## src/rtl/spi_controller.sv

```systemverilog
// SPI mode-0 write-frame controller: one 16-bit {rw, addr, data} frame per accepted command, MSB first.
// Optional SPI_ADDR_CHECK_EN: commands with cmd_addr > MAX_ADDR are accepted but dropped with an err pulse.
module spi_controller #(
    parameter int unsigned CLK_DIV  = 5,
    parameter int unsigned CS_GAP   = 4,
    parameter int unsigned MAX_ADDR = 4
) (
    input  logic       clk,
    input  logic       rst_n,
    input  logic       cmd_valid,
    output logic       cmd_ready,
    input  logic       cmd_rw,
    input  logic [6:0] cmd_addr,
    input  logic [7:0] cmd_data,
    output logic       busy,
    output logic       done,
    output logic       err,
    output logic       spi_sclk,
    output logic       spi_copi,
    output logic       spi_cs
);

    typedef enum logic [2:0] {
        S_IDLE,
        S_LOW,
        S_HIGH,
        S_HOLD,
        S_GAP
    } state_t;

    state_t      state, state_nx;
    logic [7:0]  cnt, cnt_nx;
    logic [3:0]  bit_cnt, bit_cnt_nx;
    logic [15:0] frame, frame_nx;
    logic        sclk_nx, copi_nx, cs_nx, done_nx, err_nx;
    logic        accept, addr_ok, last_div, last_gap;

    assign cmd_ready = (state == S_IDLE);
    assign busy      = (state != S_IDLE);
    assign accept    = cmd_valid & cmd_ready;
    assign last_div  = (cnt == 8'(CLK_DIV - 1));
    assign last_gap  = (cnt == 8'(CS_GAP - 1));

`ifdef SPI_ADDR_CHECK_EN
    assign addr_ok = (cmd_addr <= 7'(MAX_ADDR));
`else
    logic unused_addr_limit;
    assign unused_addr_limit = (cmd_addr <= 7'(MAX_ADDR));
    assign addr_ok = 1'b1;
`endif

    // Output values are computed one cycle ahead so every SPI pin is a flop.
    always_comb begin
        state_nx   = state;
        cnt_nx     = cnt + 8'd1;
        bit_cnt_nx = bit_cnt;
        frame_nx   = frame;
        sclk_nx    = spi_sclk;
        copi_nx    = spi_copi;
        cs_nx      = spi_cs;
        done_nx    = 1'b0;
        err_nx     = 1'b0;
        case (state)
            S_IDLE: begin
                cnt_nx = '0;
                if (accept) begin
                    if (addr_ok) begin
                        frame_nx   = {cmd_rw, cmd_addr, cmd_data};
                        bit_cnt_nx = 4'd15;
                        state_nx   = S_LOW;
                        cs_nx      = 1'b0;
                        copi_nx    = cmd_rw;
                    end else begin
                        err_nx = 1'b1;
                    end
                end
            end
            S_LOW: begin
                if (last_div) begin
                    state_nx = S_HIGH;
                    cnt_nx   = '0;
                    sclk_nx  = 1'b1;
                end
            end
            S_HIGH: begin
                if (last_div) begin
                    cnt_nx  = '0;
                    sclk_nx = 1'b0;
                    if (bit_cnt == 4'd0) begin
                        state_nx = S_HOLD;
                    end else begin
                        bit_cnt_nx = bit_cnt - 4'd1;
                        copi_nx    = frame[bit_cnt - 4'd1];
                        state_nx   = S_LOW;
                    end
                end
            end
            S_HOLD: begin
                if (last_div) begin
                    state_nx = S_GAP;
                    cnt_nx   = '0;
                    cs_nx    = 1'b1;
                    copi_nx  = 1'b0;
                    done_nx  = 1'b1;
                end
            end
            S_GAP: begin
                if (last_gap) begin
                    state_nx = S_IDLE;
                    cnt_nx   = '0;
                end
            end
            default: begin
                state_nx = S_IDLE;
                cnt_nx   = '0;
            end
        endcase
    end

    always_ff @(posedge clk or negedge rst_n) begin
        if (!rst_n) begin
            state    <= S_IDLE;
            cnt      <= '0;
            bit_cnt  <= '0;
            frame    <= '0;
            spi_sclk <= 1'b0;
            spi_copi <= 1'b0;
            spi_cs   <= 1'b1;
            done     <= 1'b0;
            err      <= 1'b0;
        end else begin
            state    <= state_nx;
            cnt      <= cnt_nx;
            bit_cnt  <= bit_cnt_nx;
            frame    <= frame_nx;
            spi_sclk <= sclk_nx;
            spi_copi <= copi_nx;
            spi_cs   <= cs_nx;
            done     <= done_nx;
            err      <= err_nx;
        end
    end

endmodule
```

## config.mk

```make
export PLATFORM = sky130hd
export DESIGN_NAME = spi_controller
export DESIGN_NICKNAME = d
export VERILOG_FILES = /design/src/rtl/spi_controller.sv
export SDC_FILE = /design/constraint.sdc
export NUM_CORES = 1
export LEC_CHECK = 0
export CELL_PAD_IN_SITES_DETAIL_PLACEMENT = 2
export CELL_PAD_IN_SITES_GLOBAL_PLACEMENT = 2
export CORE_MARGIN = 1.5
export CORE_UTILIZATION = 25
export DETAILED_ROUTE_END_ITERATION = 8
export PLACE_DENSITY_LB_ADDON = 0.1
export SLEW_MARGIN = 20
export SYNTH_ARGS = -nofsm -noshare
export SYNTH_HDL_FRONTEND = slang
export SYNTH_SLANG_ARGS = --single-unit
```

## constraint.sdc

```tcl
create_clock -name clk -period 2.3 [get_ports clk]
set_input_delay 0.69 -clock clk [delete_from_list [all_inputs] [get_ports clk]]
set_output_delay 0.69 -clock clk [all_outputs]
set_load 0.02 [all_outputs]
```

==> flow_metrics.env <==
export IMPL_crit_required_ns=1.61
export IMPL_cts_max_level=2
export IMPL_place_congestion=0.759
export IMPL_layout_drive_gt1_share=0.235
export IMPL_timing_final_setup_violations=0
export IMPL_routed_via_density=4.57
export IMPL_path_class="reg2out"
export IMPL_io_pins=26
export IMPL_period_share=0.923
export IMPL_die_area_um2=7880
export IMPL_finalSetupTns_ns=0
export IMPL_power_density_nw_per_um2=1160
export IMPL_cts_made_buffers=5
export IMPL_ys_top_cells_by_count="34 x dfrtp_1, 19 x nor2_1, 16 x mux2_2"
export IMPL_core_area_um2=7180
export IMPL_cp_arrival_ns=1.43
export IMPL_relSlewSlack=0.617
export IMPL_syn_avg_cell_area_um2=11.1
export IMPL_die_y_um=88.8
export IMPL_postRouteAntennaNets=0
export IMPL_clk_pin_slew_ns=0.08
export IMPL_ys_seq_elements=35
export IMPL_ys_seq_area_frac=0.477
export IMPL_clock_sinks=35
export IMPL_cts_resized=1
export IMPL_syn_nets=188
export IMPL_async_flop_share=1.00
export IMPL_grt_pass1_wl_um=7450
export IMPL_ys_flop_type="dfrtp_1"
export IMPL_dr_pass1_iters=4
export IMPL_syn_inst=166
export IMPL_fmaxAchievable_ghz=0.471
export IMPL_vdd_ir_drop_max_mv=0.324
export IMPL_finalHoldViolations=0
export IMPL_min_period_ns=2.12
export IMPL_ys_types=45
export IMPL_status="finished clean"
export IMPL_path_buf_inv=1
export IMPL_fin_nets=217
export IMPL_initial_core_util=0.256
export IMPL_rsz0062_at_grt="no"
export IMPL_cpPeakStageDelay_ns=0.60
export IMPL_grt_start_max_net_pins=36
export IMPL_p_leak_nw=0.953
export IMPL_yosysTopAreaCell="dfrtp_1"
export IMPL_crit_slowest_cell="clkdlybuf4s50_1"
export IMPL_via_count=1349
export IMPL_antennaDiodeCount=0
export IMPL_netlist_area_um2=1840
export IMPL_grt_pass1_vias=1521
export IMPL_drt_iter0_drc=25
export IMPL_io_buffers=24
export IMPL_crit_family="buffers and inverters"
export IMPL_postCtsSetupBuffers=0
export IMPL_drt_total_wl_um=4360
export IMPL_synth_edff_count=0
export IMPL_antenna_found_initial=0
export IMPL_slew_violations=0
export IMPL_ys_top_cells_by_area="dfrtp_1 46%, mux2_2 9.8%, nor2_1 3.9%"
export IMPL_synth_top_area_frac=0.463
export IMPL_worstMarginPinSlew_ns=0.575
export IMPL_hold_ws_ns=0.467
export IMPL_start_kind="flop"
export IMPL_dp_hpwl_um=3280
export IMPL_cts_tree="done"
export IMPL_grt_usage=0.127
export IMPL_yosysWarnings=0
export IMPL_cp_cell_sequence="clkdlybuf4s50_1"
export IMPL_cts_buffer_depth=2
export IMPL_fp_dieW_um=88.8
export IMPL_finClkSkew_ns=0.0108
export IMPL_synth_most_common_cell="dfrtp_1"
export IMPL_drc=0
export IMPL_wire_per_inst_um=14.8
export IMPL_critPathMaxFanout=3
export IMPL_syn_to_final_growth_pct=25.3
export IMPL_cts_root_buf="clkbuf_8"
export IMPL_rows=31
export IMPL_grt_overflow_total=0
export IMPL_hold_buffers=0
export IMPL_end_kind="output pin"
export IMPL_cap_violations=0
export IMPL_clkLatencyLatePin_ns=0.29
export IMPL_hold_path_class="reg2reg"
[registers in the layout (all words and copies together), names as in the netlist]
| register | count |
|---|---|
| spi_copi | 1 |
| done | 1 |
| state | 3 |
| frame | 16 |
| bit_cnt | 4 |
| spi_sclk | 1 |
| spi_cs | 1 |
| cnt | 8 |
[layer usage]
layer	GRT usage	up-vias	routed length, um
li1	-	637	-
met1	0.151	684	1910
met2	0.223	23	2270
met3	0.0336	5	132
met4	0.0426	0	48
met5	0	-	0
[stage by stage]
| stage | total power, W | setup WS, ns | area, um2 | util | cells |
|---|---|---|---|---|---|
| after floorplan | 0.00188 | 0.258 | 1840 | - | 166 |
| after global placement | 0.00222 | 0.156 | 2220 | 0.309 | 287 |
| after detailed placement | 0.00228 | 0.116 | 2220 | 0.309 | 287 |
| after CTS | 0.00274 | 0.0154 | 2300 | 0.321 | 295 |
| after global routing | 0.00290 | 0.0392 | 2300 | 0.321 | 295 |
| final | 0.00266 | 0.177 | 2300 | 0.321 | 295 |
[cell type report]
type	count	area (um2)
multi-input combinational	117	897
tap	99	124
inverter	6	22.5
clock buffer	6	72.6
sequential	35	877
timing repair buffer	30	299
fill	785	4870
clock inverter	2	12.5
[layout by cell type (no fill, tap or decap), types with 2 or more instances in the layout]
cell | Yosys | final
nor3_4 | 2 | 2
a31oi_1 | 4 | 4
ha_1 | 3 | 3
buf_4 | 2 | 5
nand2_1 | 10 | 10
dfrtp_1 | 34 | 34
clkdlybuf4s50_1 | 0 | 22
nand3_1 | 6 | 6
xor2_1 | 5 | 5
mux2_4 | 3 | 3
mux2_2 | 16 | 16
a2111oi_0 | 4 | 4
nor2_1 | 19 | 19
xnor2_1 | 4 | 4
nor3_1 | 2 | 2
nor2b_1 | 6 | 6
clkbuf_8 | 0 | 5
mux2i_1 | 4 | 4
inv_1 | 6 | 6
o21ai_0 | 3 | 3
a21oi_1 | 2 | 2
and3_1 | 2 | 2
[path summary, 6_finish.rpt]
check                            from  endpoint  slack (ns)  cells past startpoint
setup / recovery               spi_cs    spi_cs        0.18                      1
hold / removal                 spi_cs    spi_cs        0.47                      2
setup reg to reg           bit_cnt[1]  spi_copi        0.22                      7
hold reg to reg                spi_cs    spi_cs        0.47                      2
max in group asynchronous       rst_n    spi_cs        1.11                      2
min in group asynchronous       rst_n    cnt[3]        0.83                      2
[where the power goes]
| group | switching, W | leakage [nW] | internal, W |
|---|---|---|---|
| registers | 0.000183 | 0.417 | 0.000868 |
| logic | 0.000589 | 0.495 | 0.000578 |
| clock network | 0.000234 | 0.0412 | 0.000212 |
| total | 0.00101 | 0.953 | 0.00166 |
[cells by family (layout without fill, tap and decap cells)]
family | Yosys count | count (layout) | synth area share
simple gates | 61 | 61 | 0.195
flops | 35 | 35 | 0.477
mux | 23 | 23 | 0.144
compound gates | 20 | 20 | 0.0837
buf+inv | 14 | 44 | 0.0354
xor+xnor | 9 | 9 | 0.0429
fa+ha+maj | 3 | 3 | 0.0204
other cells | 1 | 1 | 0.00204
Power figures use the tool's default switching activity.
